===== config.mk =====
export PLATFORM = sky130hd
export DESIGN_NAME = apb_req_arbiter
export DESIGN_NICKNAME = d
export VERILOG_FILES = /design/src/rtl/apb_req_arbiter.sv
export SDC_FILE = /design/constraint.sdc
export NUM_CORES = 1
export LEC_CHECK = 0
export CAP_MARGIN = 10
export CELL_PAD_IN_SITES_DETAIL_PLACEMENT = 1
export CELL_PAD_IN_SITES_GLOBAL_PLACEMENT = 2
export CORE_MARGIN = 5
export CORE_UTILIZATION = 22
export DETAILED_ROUTE_END_ITERATION = 8
export PLACE_DENSITY = 0.83
export SYNTH_ARGS = -nofsm -noshare
export SYNTH_HDL_FRONTEND = slang
export SYNTH_SLANG_ARGS = --single-unit

===== constraint.sdc =====
create_clock -name clk -period 2.1 [get_ports clk]
set_input_delay 0.42 -clock clk [delete_from_list [all_inputs] [get_ports clk]]
set_output_delay 0.42 -clock clk [all_outputs]
set_load 0.02 [all_outputs]

===== src/rtl/apb_req_arbiter.sv =====
// rtl/apb_req_arbiter.sv - two-requester round-robin arbiter driving one APB master port
//
// Purpose:
//    Serves two level-held transfer requests onto a single APB slave port.
//    A round-robin pointer picks the winner when both requesters are waiting.
//    Each transfer runs SETUP and then ACCESS. It completes either on pready
//    or when TIMEOUT ACCESS cycles pass without pready. Completion returns
//    to IDLE with a one-cycle done pulse to the served requester.
//    Every output comes straight from a register.
//
// Ports:
//    clk            rising-edge clock
//    resetn         asynchronous active-low reset
//    req_i[1:0]     per-requester request, held until that requester's done
//    req_write_i    per-requester direction (1 = write)
//    req_addr0_i    requester 0 word address
//    req_addr1_i    requester 1 word address
//    req_wdata0_i   requester 0 write data
//    req_wdata1_i   requester 1 write data
//    done_o[1:0]    one-cycle completion pulse to the served requester
//    rsp_rdata_o    read data, valid with done_o
//    rsp_err_o      error flag (slave error or timeout), valid with done_o
//    psel_o         APB select
//    penable_o      APB enable
//    pwrite_o       APB direction
//    paddr_o        APB address
//    pwdata_o       APB write data
//    pready_i       APB slave ready
//    pslverr_i      APB slave error
//    prdata_i       APB slave read data

module apb_req_arbiter #(
   parameter int unsigned TIMEOUT = 16
) (
   input  logic        clk,
   input  logic        resetn,
   input  logic [1:0]  req_i,
   input  logic [1:0]  req_write_i,
   input  logic [4:0]  req_addr0_i,
   input  logic [4:0]  req_addr1_i,
   input  logic [31:0] req_wdata0_i,
   input  logic [31:0] req_wdata1_i,
   output logic [1:0]  done_o,
   output logic [31:0] rsp_rdata_o,
   output logic        rsp_err_o,
   output logic        psel_o,
   output logic        penable_o,
   output logic        pwrite_o,
   output logic [4:0]  paddr_o,
   output logic [31:0] pwdata_o,
   input  logic        pready_i,
   input  logic        pslverr_i,
   input  logic [31:0] prdata_i
);

   typedef enum logic [1:0] {
      ST_IDLE   = 2'd0,
      ST_SETUP  = 2'd1,
      ST_ACCESS = 2'd2
   } state_t;

   // Last wait cycle: the counter holds the number of ACCESS cycles already
   // spent, so it equals TIMEOUT-1 during the TIMEOUT-th ACCESS cycle.
   localparam logic [7:0] TO_LAST = 8'(TIMEOUT - 1);

   state_t      state_q, state_d;
   logic        ptr_q, ptr_d;
   logic        grant_q, grant_d;
   logic [7:0]  tcnt_q, tcnt_d;
   logic        psel_q, psel_d;
   logic        penable_q, penable_d;
   logic        pwrite_q, pwrite_d;
   logic [4:0]  paddr_q, paddr_d;
   logic [31:0] pwdata_q, pwdata_d;
   logic [1:0]  done_q, done_d;
   logic [31:0] rsp_rdata_q, rsp_rdata_d;
   logic        rsp_err_q, rsp_err_d;

   logic [1:0]  req_m;
   logic        win;

   always_comb begin
      state_d     = state_q;
      ptr_d       = ptr_q;
      grant_d     = grant_q;
      tcnt_d      = tcnt_q;
      psel_d      = psel_q;
      penable_d   = penable_q;
      pwrite_d    = pwrite_q;
      paddr_d     = paddr_q;
      pwdata_d    = pwdata_q;
      done_d      = 2'b00;
      rsp_rdata_d = 32'h0;
      rsp_err_d   = 1'b0;

      // A requester whose done is showing this cycle has not yet seen it,
      // so its still-high req must not start a second transfer.
      req_m = req_i & ~done_q;
      win   = req_m[ptr_q] ? ptr_q : ~ptr_q;

      case (state_q)
         ST_IDLE: begin
            if (|req_m) begin
               grant_d   = win;
               pwrite_d  = req_write_i[win];
               paddr_d   = win ? req_addr1_i : req_addr0_i;
               pwdata_d  = req_write_i[win] ? (win ? req_wdata1_i : req_wdata0_i) : 32'h0;
               psel_d    = 1'b1;
               penable_d = 1'b0;
               state_d   = ST_SETUP;
            end
         end

         ST_SETUP: begin
            penable_d = 1'b1;
            tcnt_d    = 8'h00;
            state_d   = ST_ACCESS;
         end

         ST_ACCESS: begin
            if (pready_i || (tcnt_q == TO_LAST)) begin
               state_d   = ST_IDLE;
               psel_d    = 1'b0;
               penable_d = 1'b0;
               done_d    = grant_q ? 2'b10 : 2'b01;
               ptr_d     = ~grant_q;
               if (pready_i) begin
                  rsp_err_d   = pslverr_i;
                  rsp_rdata_d = pwrite_q ? 32'h0 : prdata_i;
               end else begin
                  rsp_err_d   = 1'b1;
                  rsp_rdata_d = 32'h0;
               end
            end else begin
               tcnt_d = tcnt_q + 8'h01;
            end
         end

         default: begin
            state_d   = ST_IDLE;
            psel_d    = 1'b0;
            penable_d = 1'b0;
         end
      endcase
   end

   always_ff @(posedge clk or negedge resetn) begin
      if (!resetn) begin
         state_q     <= ST_IDLE;
         ptr_q       <= 1'b0;
         grant_q     <= 1'b0;
         tcnt_q      <= 8'h00;
         psel_q      <= 1'b0;
         penable_q   <= 1'b0;
         pwrite_q    <= 1'b0;
         paddr_q     <= 5'h00;
         pwdata_q    <= 32'h0;
         done_q      <= 2'b00;
         rsp_rdata_q <= 32'h0;
         rsp_err_q   <= 1'b0;
      end else begin
         state_q     <= state_d;
         ptr_q       <= ptr_d;
         grant_q     <= grant_d;
         tcnt_q      <= tcnt_d;
         psel_q      <= psel_d;
         penable_q   <= penable_d;
         pwrite_q    <= pwrite_d;
         paddr_q     <= paddr_d;
         pwdata_q    <= pwdata_d;
         done_q      <= done_d;
         rsp_rdata_q <= rsp_rdata_d;
         rsp_err_q   <= rsp_err_d;
      end
   end

   assign done_o      = done_q;
   assign rsp_rdata_o = rsp_rdata_q;
   assign rsp_err_o   = rsp_err_q;
   assign psel_o      = psel_q;
   assign penable_o   = penable_q;
   assign pwrite_o    = pwrite_q;
   assign paddr_o     = paddr_q;
   assign pwdata_o    = pwdata_q;

endmodule


# Word-level counts from Yosys, hierarchy flattened
# Cells that the tools add are included.
# word_totals
reg_bits,87
input_bits,114
out_inout_bits,75
word_cells,63
# op_classes
n_addsub,1
n_lt_le_gt_ge,2
n_eq_ne,6
mux,28
bitwise,5
n_reduce_logical,9
# op_table
cell,count
2-to-1 mux 32 bit,6
case mux 8 bit (2 select lines),1
2-to-1 mux 1 bit,11
2-to-1 mux 2 bit,5
"adder 8 x 1 -> 8 bit, second input constant",1
"equality test 8 x 4 -> 1 bit, second input constant",1
2-to-1 mux 8 bit,1
AND reduction 2 bit,4
"inequality test 2 bit, second input constant",3
case mux 1 bit (3 select lines),2
case mux 2 bit (3 select lines),1
2-to-1 mux 5 bit,1
"less-than comparator 1 x 2 -> 1 bit, second input constant",2
NOT 1 bit,3
AND reduction 3 bit,1
bitwise AND 2 bit,1
"equality test 2 x 1 -> 1 bit, second input constant",1
"equality test 2 bit, second input constant",1
zero test 2 bit,1
NOT 2 bit,1
nonzero test 2 bit,1
OR reduction 2 bit,1
logical OR 1 bit,1

# Logic depth before layout (Yosys ltp)
# Gate-level depths: netlist of the first run.
# depth
word_depth,8
mapped_depth,6
ltp_nobuf,5

# Worst setup path after synthesis of the first run
# OpenSTA, ideal clock, no wires.
# synth_path
kind,register to register
startpoint,register tcnt_q[0]
endpoint,register tcnt_q[5]
setup_time_ns,0.069
t_arrival_ns,1.628
required_ns,2.031
slack_ns,0.403
path_stages_with_launch,7
n_path_buf,1
period_less_slack_ns,1.697
path_cell_list,dfrtp_1 ha_1 and3_1 a211o_1 buf_6 or3_1 nand3_1
# synth_between
elab_chain_len,4
elab_cells_between_ends,7
cone_classes,add/sub: 1; eq/ne: 2; mux: 2; reduce/logical: 2
# synth_rtl
element,line,source
from (decl),69,"logic [7:0] tcnt_q, tcnt_d;"
from (signal assigned),165,tcnt_q <= tcnt_d;
branches (longest 4 deep; another with adder 8 x 1 -> 8 bit),n/a,
# Several ways; the timed one is not identified. The select of a mux whose other input is x is not followed.
# A chain may end at the register's enable or synchronous reset.

# Final worst setup path of the first run
# layout_path
startpoint,register pwrite_q (netlist: pwrite_o)
endpoint,output port pwrite_o
# layout_lines
element,line,source
from (decl),72,"logic pwrite_q, pwrite_d;"
from (signal assigned),168,pwrite_q <= pwrite_d;
to (decl),48,"output logic pwrite_o,"
# No word-level cell between the ends.

==> results of run 1 <==
==> layer usage <==
layer,up-vias,GRT usage
met4,0,0.0505
met3,14,0.0456
met5,-,0
met1,1654,0.163
li1,1655,-
met2,138,0.214
==> per-stage QoR <==
stage	hold WS [ps]	utilization	worst slack, ps	power (µW)	instances
after detailed placement	267	0.358	43.7	6110	761
after global placement	267	0.358	128	6000	761
after floorplan	124	-	403	4290	368
final	455	0.379	270	7740	778
after global routing	476	0.379	216	8270	778
after CTS	437	0.379	227	7910	778
==> power by group <==
part | switching, µW | internal, µW
Sequential | 334 | 2200
Clock | 694 | 1050
Combinational | 1840 | 1610
Total | 2870 | 4870
==> layout by cell type (no fill, tap or decap), drive strengths merged <==
cell,instances
nand3,75
nor3,2
mux2i,1
buf,15
clkbuf,9
nor4,2
a21oi,6
a211o,1
or3,1
a311o,1
dfrtp,87
ha,1
clkdlybuf4s50,187
and4,1
inv,8
a21o,2
and3,3
o221ai,1
o21ai,5
a21boi,1
dlygate4sd3,1
clkinvlp,2
and2,32
o311ai,2
nand2,23
nor3b,3
or2,1
bufinv,2
nor2,39
a211oi,1
nand2b,4
a31oi,39
==> layout make-up <==
type                       instances  area [µm²]
fill                            1830       10200
sequential                        87        2180
timing repair buffer             203        2070
multi-input combinational        247        1370
tap                              220         275
clock buffer                       9         225
clock inverter                     7         101
inverter                           5        18.8
==> flip-flops by register name, summed over array words and instances, names as in the netlist <==
signal / cells
pwdata_o: 32
rsp_rdata_o: 32
tcnt_q: 8
paddr_o: 5
done_o: 2
state_q: 2
grant_q: 1
penable_o: 1
psel_o: 1
ptr_q: 1
pwrite_o: 1
rsp_err_o: 1
==> kinds of logic (layout without fill, tap and decap cells) <==
kind of cell / count (synthesis) / after routing / share of synthesized area
simple gates: 186 / 186 / 0.257
buf+inv: 34 / 224 / 0.0405
compound gates: 59 / 59 / 0.104
mux: 1 / 1 / 0.00272
flops: 87 / 87 / 0.592
fa+ha+maj: 1 / 1 / 0.00340
==> worst paths after layout <==
kind / startpoint / to / slack, ps
max: pwrite_o / pwrite_o / 270
max reg2reg: tcnt_q[0] / tcnt_q[6] / 290
max in group asynchronous: resetn / pwdata_o[12] / 990
min: resetn / rsp_rdata_o[12] / 460
min reg2reg: grant_q / done_o[0] / 470
min in group clk: grant_q / done_o[0] / 470
==> impl_metrics.toml, run 1 <==
[synth]
async_flop_share = 1.00
synth_area_per_cell_um2 = 9.99
yosysSeqAreaShare = 0.592
synth_cell_types = 35
syn_nets = 483
netlist_top_cells_area = "dfrtp_1, nand3_1, a31oi_1"
yosysMostFrequentCell = "dfrtp_1"
synth_ff_type = "dfrtp_1"
yosysTopAreaCell = "dfrtp_1"
ys_ff_latch = 87
yosys_warnings = 0
synthCells = 368
syn_area_mm2 = 0.00368
synth-edff-count = 0
synth_common_cells = "dfrtp_1, nand3_1, a31oi_1, nor2_1, and2_1"
netlist.area_leader.share = 0.592

[place]
hpwl_um = 9540
io_buffers = 188
place_area_mm2 = 0.00590
gp_congestion = 0.751

[setup_path]
path_cells = "clkdlybuf4s50_1"
slowest_delay_ps = 660
path_depth = 1
crit_slowest_cell = "clkdlybuf4s50_1"
endpoint_kind = "output pin"
worst-path-max-fanout = 3
worstSetupStartpointType = "flip-flop"
arrival_ps = 1410
cp_top_family = "buffers and inverters"
reg2reg_depth = 5
cp_num_buf_inv = 1
crit_type = "flip-flop to output pin"
cp.required_ps = 1680

[detailed_routing]
drc_errors = 0
dr_wl_met3_um = 1120
routed_wl_um = 12600
routed_via_density = 4.45
drtIter0Drc = 110
wire_per_inst_um = 16.2
ant_nets = 0
dr_wl_met2_um = 5920
vias = 3461
first_pass_iters = 4
wl_met1_um = 5290
dr.max_layer_used = "met4"

[global_routing]
antenna_found_initial = 0
gr-usage-all-layers = 0.132
grt_pass1_vias = 3867
grt_overflow = 0
grt_start_max_net_pins = 45
grt_pass1_wl_um = 20700

[finish]
antennaDiodeCount = 0
nets = 668
area_delta_synth_final_pct = 69.6
final_area_mm2 = 0.00624
drive_above_1_share = 0.0663

[clock_tree]
worstSkewPairLatency_ps = 340
clkSinkCount = 87
cts_buffers = 9
ctsHoldBuffers = 1
cts_max_path_buffers = 2
cts_tree = "yes"
clk_pin_slew_worst_paths_ps = 60
cts.repair.resized = 0
cts_setup_buffers = 0
cts-root-buf = "clkbuf_16"
htree_levels = 3

[floorplanning]
die_height_um = 139
core-area_mm2 = 0.0165
start_util = 0.223
die_x_um = 139
die_area_mm2 = 0.0194
num_rows = 47
io_pins = 189

[sta]
fin_tns_setup_ps = 0
setup_viol = 0
period_needed_ps = 1830
fin_worst_skew_ps = 8.40
slew_violations = 0
grt_setup_unrepaired = "no"
hold_viol_final = 0
slew_headroom = 0.711
worstMarginPinSlew_ps = 434
fmax_ghz = 0.546
timing.final.crit_share = 0.871

[worst_hold_path]
hold_path_class = "primary input to async pin"

[pwr]
ir_drop_mv = 0.503
cellPowerDensity_mw_per_mm2 = 1240
leakage_uw = 0.00257

[status]
status = "finished clean"

[flow_run]
drv_cap = 0
(Power assumes the default switching activity.)
==> run 2: changes to the inputs <==
--- a/config.mk
+++ b/config.mk
@@ -5,6 +5,7 @@
 export SDC_FILE = /design/constraint.sdc
 export NUM_CORES = 1
 export LEC_CHECK = 0
+export ABC_AREA = 0
 export CAP_MARGIN = 10
 export CELL_PAD_IN_SITES_DETAIL_PLACEMENT = 1
 export CELL_PAD_IN_SITES_GLOBAL_PLACEMENT = 2
==> results of run 2 <==
The final DEF is identical to that of run 1; final timing and power are the same.
==> run 3: changes to the inputs <==
--- a/config.mk
+++ b/config.mk
@@ -12,6 +12,7 @@
 export CORE_MARGIN = 5
 export CORE_UTILIZATION = 22
 export DETAILED_ROUTE_END_ITERATION = 8
+export GPL_ROUTABILITY_DRIVEN = 1
 export PLACE_DENSITY = 0.83
 export SYNTH_ARGS = -nofsm -noshare
 export SYNTH_HDL_FRONTEND = slang
==> results of run 3 <==
The final DEF is identical to that of run 1; final timing and power are the same.
